[src/rtl/proto245a_arb.sv]
// Asynchronous FT245-style FIFO master with programmable strobe timing,
// bursted fair RX/TX arbitration, send-immediate and word counters.
module proto245a_arb #(
  parameter int DATA_W  = 8,
  parameter int TICK_W  = 4,
  parameter int BURST_W = 4,
  parameter int CNT_W   = 32
) (
  input  logic               ft_clk,
  input  logic               ft_rst,
  input  logic               ft_rxfn,
  input  logic               ft_txen,
  input  logic [DATA_W-1:0]  ft_din,
  output logic [DATA_W-1:0]  ft_dout,
  output logic               ft_oe,
  output logic               ft_rdn,
  output logic               ft_wrn,
  output logic               ft_siwu,
  input  logic [TICK_W-1:0]  cfg_rd_ticks,
  input  logic [TICK_W-1:0]  cfg_wr_ticks,
  input  logic [TICK_W-1:0]  cfg_ta_ticks,
  input  logic [BURST_W-1:0] cfg_burst,
  output logic [DATA_W-1:0]  rx_data,
  output logic               rx_valid,
  input  logic               rx_ready,
  input  logic [DATA_W-1:0]  tx_data,
  input  logic               tx_valid,
  output logic               tx_ready,
  input  logic               siwu_req,
  output logic               busy,
  output logic [CNT_W-1:0]   rx_words,
  output logic [CNT_W-1:0]   tx_words
);

  typedef enum logic [2:0] {IDLE, RD_ACT, WR_SETUP, WR_ACT, SIWU_ACT, TA} state_t;

  localparam logic [TICK_W-1:0]  T_ONE   = TICK_W'(1);
  localparam logic [TICK_W-1:0]  T_TWO   = TICK_W'(2);
  localparam logic [TICK_W-1:0]  T_THREE = TICK_W'(3);
  localparam logic [BURST_W-1:0] B_ONE   = BURST_W'(1);
  localparam logic [BURST_W:0]   BN_ONE  = (BURST_W+1)'(1);
  localparam logic [CNT_W-1:0]   C_ONE   = CNT_W'(1);

  state_t              state_q;
  logic [TICK_W-1:0]   tick_q, rd_q, wr_q, ta_q;
  logic [BURST_W-1:0]  burst_cnt_q;
  logic                prio_q;  // 0 = RX has priority, 1 = TX
  logic                siwu_pend_q;
  logic                rxfn_s1_q, rxfn_s2_q, txen_s1_q, txen_s2_q;
  logic [DATA_W-1:0]   din_q, dout_q, rx_data_q;
  logic                rdn_q, wrn_q, siwu_q, oe_q, rx_valid_q, tx_ready_q;
  logic [CNT_W-1:0]    rx_words_q, tx_words_q;

  logic [TICK_W-1:0]   rd_eff, wr_eff, ta_eff;
  logic [BURST_W-1:0]  burst_eff, base_cnt, burst_cnt_d;
  logic [BURST_W:0]    burst_n;
  logic                rx_ok, tx_ok, go_siwu, go_rx, go_tx, flip, prio_d;

  assign rd_eff    = (cfg_rd_ticks == '0) ? T_TWO : cfg_rd_ticks;
  assign wr_eff    = (cfg_wr_ticks == '0) ? T_ONE : cfg_wr_ticks;
  assign ta_eff    = (cfg_ta_ticks < T_THREE) ? T_THREE : cfg_ta_ticks;
  assign burst_eff = (cfg_burst == '0) ? B_ONE : cfg_burst;

  assign rx_ok   = ~rxfn_s2_q & ~rx_valid_q;
  assign tx_ok   = ~txen_s2_q & tx_valid;
  assign go_siwu = siwu_pend_q & ~tx_valid;

  always_comb begin
    go_rx = 1'b0;
    go_tx = 1'b0;
    if (!go_siwu) begin
      if (rx_ok && tx_ok) begin
        go_rx = ~prio_q;
        go_tx = prio_q;
      end else begin
        go_rx = rx_ok;
        go_tx = tx_ok;
      end
    end
  end

  // Taking the non-priority direction (other side idle) restarts its burst.
  always_comb begin
    base_cnt    = (go_tx == prio_q) ? burst_cnt_q : '0;
    burst_n     = {1'b0, base_cnt} + BN_ONE;
    flip        = (burst_n >= {1'b0, burst_eff});
    prio_d      = flip ? ~go_tx : go_tx;
    burst_cnt_d = flip ? '0 : burst_n[BURST_W-1:0];
  end

  always_ff @(posedge ft_clk) begin
    if (ft_rst) begin
      state_q     <= IDLE;
      tick_q      <= '0;
      rd_q        <= T_TWO;
      wr_q        <= T_ONE;
      ta_q        <= T_THREE;
      burst_cnt_q <= '0;
      prio_q      <= 1'b0;
      siwu_pend_q <= 1'b0;
      rxfn_s1_q   <= 1'b1;
      rxfn_s2_q   <= 1'b1;
      txen_s1_q   <= 1'b1;
      txen_s2_q   <= 1'b1;
      din_q       <= '0;
      dout_q      <= '0;
      rx_data_q   <= '0;
      rdn_q       <= 1'b1;
      wrn_q       <= 1'b1;
      siwu_q      <= 1'b1;
      oe_q        <= 1'b0;
      rx_valid_q  <= 1'b0;
      tx_ready_q  <= 1'b0;
      rx_words_q  <= '0;
      tx_words_q  <= '0;
    end else begin
      rxfn_s1_q <= ft_rxfn;
      rxfn_s2_q <= rxfn_s1_q;
      txen_s1_q <= ft_txen;
      txen_s2_q <= txen_s1_q;
      din_q     <= ft_din;
      if (rx_valid_q && rx_ready) rx_valid_q <= 1'b0;

      case (state_q)
        IDLE: begin
          if (go_siwu || go_rx || go_tx) begin
            rd_q <= rd_eff;
            wr_q <= wr_eff;
            ta_q <= ta_eff;
          end
          if (go_siwu) begin
            siwu_q  <= 1'b0;
            tick_q  <= wr_eff - T_ONE;
            state_q <= SIWU_ACT;
          end else if (go_rx || go_tx) begin
            prio_q      <= prio_d;
            burst_cnt_q <= burst_cnt_d;
            if (go_rx) begin
              rdn_q   <= 1'b0;
              tick_q  <= rd_eff - T_ONE;
              state_q <= RD_ACT;
            end else begin
              tx_ready_q <= 1'b1;
              dout_q     <= tx_data;
              oe_q       <= 1'b1;
              state_q    <= WR_SETUP;
            end
          end
        end
        RD_ACT: begin
          if (tick_q == '0) begin
            rx_data_q  <= din_q;
            rx_valid_q <= 1'b1;
            rx_words_q <= rx_words_q + C_ONE;
            rdn_q      <= 1'b1;
            tick_q     <= ta_q - T_ONE;
            state_q    <= TA;
          end else begin
            tick_q <= tick_q - T_ONE;
          end
        end
        WR_SETUP: begin
          tx_ready_q <= 1'b0;
          wrn_q      <= 1'b0;
          tick_q     <= wr_q - T_ONE;
          state_q    <= WR_ACT;
        end
        WR_ACT: begin
          if (tick_q == '0) begin
            wrn_q      <= 1'b1;
            tx_words_q <= tx_words_q + C_ONE;
            tick_q     <= ta_q - T_ONE;
            state_q    <= TA;
          end else begin
            tick_q <= tick_q - T_ONE;
          end
        end
        SIWU_ACT: begin
          if (tick_q == '0) begin
            siwu_q      <= 1'b1;
            siwu_pend_q <= 1'b0;
            tick_q      <= ta_q - T_ONE;
            state_q     <= TA;
          end else begin
            tick_q <= tick_q - T_ONE;
          end
        end
        TA: begin
          // oe falls after the first TA cycle so data outlives WR# by one cycle.
          oe_q <= 1'b0;
          if (tick_q == '0) state_q <= IDLE;
          else              tick_q  <= tick_q - T_ONE;
        end
        default: state_q <= IDLE;
      endcase

      // A request arriving while one completes starts a fresh one.
      if (siwu_req) siwu_pend_q <= 1'b1;
    end
  end

  assign ft_dout  = dout_q;
  assign ft_oe    = oe_q;
  assign ft_rdn   = rdn_q;
  assign ft_wrn   = wrn_q;
  assign ft_siwu  = siwu_q;
  assign rx_data  = rx_data_q;
  assign rx_valid = rx_valid_q;
  assign tx_ready = tx_ready_q;
  assign busy     = (state_q != IDLE);
  assign rx_words = rx_words_q;
  assign tx_words = tx_words_q;

endmodule

[config.mk]
export PLATFORM = sky130hd
export DESIGN_NAME = proto245a_arb
export DESIGN_NICKNAME = d
export VERILOG_FILES = /design/src/rtl/proto245a_arb.sv
export SDC_FILE = /design/constraint.sdc
export NUM_CORES = 1
export LEC_CHECK = 0
export BUFFER_PORTS_ARGS = -buffer_cell sky130_fd_sc_hd__buf_2
export CORE_MARGIN = 2
export CORE_UTILIZATION = 40
export CTS_CLUSTER_DIAMETER = 40
export DETAILED_ROUTE_END_ITERATION = 8
export GPL_ROUTABILITY_DRIVEN = 0
export PLACE_DENSITY = 0.61
export SYNTH_ARGS = -nofsm -noshare
export SYNTH_HDL_FRONTEND = slang
export SYNTH_SLANG_ARGS = --single-unit
[constraint.sdc]
create_clock -name ft_clk -period 4 [get_ports ft_clk]
set_clock_uncertainty 0.15 [all_clocks]
set_input_delay 0.8 -clock ft_clk [delete_from_list [all_inputs] [get_ports ft_clk]]
set_output_delay 0.8 -clock ft_clk [all_outputs]
set_load 0.1 [all_outputs]
==> results.cfg, run 1 <==
[outcome]
status = complete, no violations

[layout]
drive_above_1_share_pct = 21.92
nFillCells = 1268
multiInputGateArea_um2 = 2885
syn2layout_area_growth_pct = 23.93
seq_area_um2 = 2382
fin_nets = 819
n_antenna_cell = 0

[clock_network]
clockBufferDepth = 2
cts_tree = done
cts_setup_buffers = 0
clkLatencyLatePin_ns = 0.41
htreeDepth = 4
cts_resized = 0
clk_pin_slew_ns = 0.05
cts_buffers = 17
cts.sinks = 119
root_buffer = clkbuf_16
cts-hold-fix-buffers = 0

[grt]
met2_usage_pct = 29.85
use_met3_pct = 7.190
track_usage_pct = 18.63
grt_max_degree = 77
grt_pass1_wl_um = 21790
grt_remaining_overflow = 0
grt-busiest-layer = met2
grt_antenna_before_repair = 0
grt_pass1_vias = 4647
use_met1_pct = 22.43

[timing]
min_period_over_period_pct = 84.18
rsz0062_at_grt = false
hold-worst-slack_ns = 0.2576
tns_ns = 0
period_needed_ns = 3.367
fmax_mhz = 297.0
setup_violations = 0
setup_ws_ns = 0.6329
slew_violations = 0
maxSlewHeadroom_pct = 24.33
worst_pin_slew_ns = 1.129
finalHoldViolCount = 0

[synth]
async_flop_share_pct = 0
synth_area_leader_cell = dfxtp_1
ys_seq_area_share_pct = 43.43
synth_area_per_cell_um2 = 8.413
yosysUniqueCellTypes = 54
ys_warn_count = 0
synth_edf_count = 0
syn_area_um2 = 5485
synth_seq_cells = 119
synthesis.nets = 702
ys.flop_type = dfxtp_1
yosys.area.top_type_share_pct = 43.43
yosys-top-cells-area = dfxtp_1 43%, nor2_1 5.6%, xnor2_1 4.9%, nand2_1 4.7%, xor2_1 4.5%
synth_commonest_cells = 119 x dfxtp_1, 82 x nor2_1, 69 x nand2_1
synthCells = 652
yosysMostFrequentCell = dfxtp_1

[power_and_ir_drop]
vdd_drop_max_mv = 0.3270
leakagePower_nw = 2.836
power.density_nw_per_um2 = 557.1

[floorplanning]
fp.dieW_um = 121.1
core_area_um2 = 13300
ios = 126
initial_utilization_pct = 41.26
row_count = 42
die_h_um = 121.1
die_area_um2 = 14670

[place]
numPortBuffers = 125
post-place-ws_ns = 0.2419
dpl.hpwl_um = 9347

[critical_path]
startpoint_type = primary input
worstPathCellList = buf_2 -> nand2b_1 -> nor3_1 -> a21oi_1 -> and2_1 -> ha_1 -> ha_1 -> a21o_1 -> a21o_1 -> a211oi_1 -> or4_1 -> o311ai_0
endpoint_kind = flip-flop
cp.required_ns = 4.11
path_class = in -> reg
slowest_stage = a211oi_1
max_stage_delay_ns = 0.51
worstPathArrival_ns = 3.47
path_max_fanout = 5

[route]
drt-pass1-iter-count = 4
antenna_left = 0
drtIter0Drc = 320
vias_per_cell = 5.109
vias = 4884
drc = 0
routed_wl_um = 13240
wl_per_cell_um = 13.85

[hold_path]
min_path_type = reg -> reg

[job]
maxCapViolCount = 0
-- final timing paths --
path	slack, ns	cells after the start	end	start
worst max-delay path	0.63	12	prio_q$_SDFFE_PP0P_	tx_valid
worst min-delay path	0.26	1	rxfn_s2_q$_SDFF_PP1_	rxfn_s1_q$_SDFF_PP1_
worst max register to register	0.75	11	prio_q$_SDFFE_PP0P_	txen_s2_q$_SDFF_PP1_
worst min register to register	0.26	1	rxfn_s2_q$_SDFF_PP1_	rxfn_s1_q$_SDFF_PP1_
-- critical path, delay by kind of cell --
kind	cells	cell delay, ns
compound gates	5	1.12
simple gates	4	0.80
fa+ha+maj	2	0.63
buf+inv	1	0.12
-- cells by family after synthesis --
group                      count (synthesis)  synth area share (%)
and+or+nand+nor                          301                 27.94
DFF                                      119                 43.43
AOI/OAI and AO/OA                        101                 10.99
xor gates and xnor gates                  59                 9.421
buffers and inverters                     52                 4.060
adders and majority gates                 11                 2.509
muxes                                      9                 1.642
-- stage by stage --
| step | power, mW | area [µm²] | std cells | util [%] |
|---|---|---|---|---|
| 2_1_floorplan | 2.146 | 5485 | 652 | - |
| 3_3_place_gp | 2.325 | 6225 | 926 | 46.82 |
| 3_5_place_dp | 2.345 | 6225 | 926 | 46.82 |
| 4_1_cts | 3.828 | 6798 | 956 | 51.13 |
| 5_1_grt | 3.994 | 6798 | 956 | 51.13 |
| 6_report | 3.787 | 6798 | 956 | 51.13 |
-- final cells by class --
| type | count | share of cell area (%) |
|---|---|---|
| Clock buffer | 22 | 6.976 |
| Clock inverter | 8 | 1.454 |
| Inverter | 21 | 1.160 |
| Multi-Input combinational cell | 481 | 42.44 |
| Sequential cell | 119 | 35.05 |
| Tap cell | 176 | 3.239 |
| Timing Repair Buffer | 129 | 9.682 |
-- registers in the layout, indices dropped and copies added (netlist names), 3 cells and up --
signal and cells:
rx_words 32, tx_words 32, din_q 8, ft_dout 8, rx_data 8, burst_cnt_q 4, ta_q 4, tick_q 4
wr_q 4, state_q 3
-- routing by layer --
layer	part of all wire [%]	wire, µm	vias up
met2	47	6237	123
met3	7.2	959	18
met4	1.5	194	0
met5	0	0	-
li1	-	-	2481
met1	44	5852	2262
-- cells in the final DEF, fill, tap and decap left out, types with 5 or more instances in the layout --
cell,n
buf_2,124
dfxtp_1,119
nor2_1,82
nand2_1,69
a21oi_1,44
xnor2_1,31
nand3_1,29
xor2_1,28
nor3_1,25
o21ai_0,24
inv_1,20
clkbuf_16,17
nand4_1,15
nor2b_1,14
or3_1,11
ha_1,11
and3_1,9
and4_1,9
mux2i_1,9
nand2b_1,8
and2_1,6
nor4_1,5
buf_4,5
-- where the power goes --
group,leakage [nW],internal [mW],switching [mW]
Clock,0.278,0.955,0.509
Combinational,1.59,0.300,0.674
Sequential,0.965,1.26,0.0906
Power figures use the tool's default switching activity.
==> inputs of run 2 (changes only) <==
- clock period: 4 -> 3.2 ns (I/O delays scaled with it)
==> results.cfg, run 2 (synthesis results as in run 1) <==
[hold_path]
min_path_type = in -> reg

[timing]
worst_pin_slew_ns = 0.6830
maxSlewHeadroom_pct = 54.22
hold-worst-slack_ns = 0.2567
rsz0062_at_grt = false
min_period_over_period_pct = 90.69
finalHoldViolCount = 0
setup_violations = 0
period_needed_ns = 2.902
tns_ns = 0
fmax_mhz = 344.6
slew_violations = 0

[route]
drc = 0
drt-pass1-iter-count = 4
wl_per_cell_um = 14.08
drtIter0Drc = 207
antenna_left = 0
vias_per_cell = 5.131
routed_wl_um = 13640
vias = 4972

[job]
maxCapViolCount = 0

[floorplanning]
ios = 126
fp.dieW_um = 121.1
initial_utilization_pct = 41.26
core_area_um2 = 13300
die_h_um = 121.1
die_area_um2 = 14670
row_count = 42

[clock_network]
cts_buffers = 17
cts-hold-fix-buffers = 0
htreeDepth = 4
clockBufferDepth = 2
root_buffer = clkbuf_16
cts.sinks = 119
clk_pin_slew_ns = 0.05
cts_tree = done
clkLatencyLatePin_ns = 0.41

[place]
place_inst = 938
dpl.hpwl_um = 9672
numPortBuffers = 125

[outcome]
status = complete, no violations

[layout]
n_antenna_cell = 0
drive_above_1_share_pct = 23.46
postLayoutCoreUtil_pct = 52.19
stdcell_count = 969
syn2layout_area_growth_pct = 26.51
multiInputGateArea_um2 = 2888
seq_area_um2 = 2386
layout_common_cells = 124 x buf_2, 118 x dfxtp_1, 81 x nor2_1
fin_nets = 831
nFillCells = 1274
layout_commonest_cell = buf_2

[grt]
grt_remaining_overflow = 0
grt_pass1_wl_um = 22560
grt_antenna_before_repair = 0
grt_pass1_vias = 4785
grt_max_degree = 56
track_usage_pct = 19.34

[power_and_ir_drop]
vdd_drop_max_mv = 0.4284
totalPowerFinal_mw = 4.934
power.density_nw_per_um2 = 711.1
leakagePower_nw = 2.920

[critical_path]
worstPathArrival_ns = 3.02
cp.required_ns = 3.32
path_class = reg -> reg
path_max_fanout = 5
startpoint_type = flip-flop
endpoint_kind = flip-flop
## run 2: changes by cell type in the layout (fill, tap and decap cells not counted), sizes merged
| cell | before | now |
|---|---|---|
| buf | 129 | 141 |
| clkbuf | 22 | 24 |
| bufinv | 2 | 3 |
| clkinv | 5 | 4 |
| clkinvlp | 2 | 1 |
## run 2: final timing paths
| check | from | endpoint | slack, ns | depth (start not counted) |
|---|---|---|---|---|
| setup reg to reg | rx_valid$_SDFF_PP0_ | prio_q$_SDFFE_PP0P_ | 0.30 | 12 |
| setup / recovery | rx_valid$_SDFF_PP0_ | prio_q$_SDFFE_PP0P_ | 0.30 | 12 |
| hold reg to reg | rxfn_s1_q$_SDFF_PP1_ | rxfn_s2_q$_SDFF_PP1_ | 0.26 | 1 |
| hold / removal | ft_txen | txen_s1_q$_SDFF_PP1_ | 0.26 | 2 |
## run 2: power breakdown
part           total, mW  internal, mW  switching [mW]
Clock               1.97          1.32           0.652
Sequential          1.67          1.58          0.0923
Combinational       1.29         0.406           0.887
Total               4.93          3.30            1.63
## run 2: area by class of cell
| cell class | count | area share (%) |
|---|---|---|
| multi-input cells | 481 | 41.62 |
| flip-flops and latches | 119 | 34.39 |
| clock inverters | 7 | 1.677 |
| inverters | 21 | 1.136 |
| well taps | 176 | 3.173 |
| clock buffers | 24 | 7.230 |
| repair buffers | 141 | 10.78 |
## run 2: through the flow
stage                     setup WS [ns]  area [µm²]
after floorplan                 0.05996        5489
after global placement          0.07622        6319
after detailed placement       -0.03098        6319
after CTS                        0.1854        6937
after global routing             0.1033        6939
final                            0.2979        6939
## run 2: per-layer routing
layer / track usage [%] / vias up / part of all wire, %
met1: 23.36 / 2304 / 44
met4: 9.084 / 0 / 2.3
met2: 31.14 / 132 / 47
met3: 6.203 / 23 / 6.7
met5: 0 / - / 0
li1: - / 2513 / -
## run 2: repair_timing
| item | in CTS | in global routing |
|---|---|---|
| endpoints found under the setup margin | 0 | 1 |
| buffers inserted | 0 | 0 |
| resized for setup | 0 | 1 |
## run 2: critical path: stages, from the launching register on
cell	delay (ns)
dfxtp_4	0.35
nor2_2	0.20
nor3_1	0.09
a21oi_1	0.22
and2_1	0.21
ha_1	0.26
ha_1	0.30
a21o_1	0.15
a21o_1	0.18
a211oi_1	0.25
buf_4	0.18
or4_1	0.11
o311ai_0	0.11
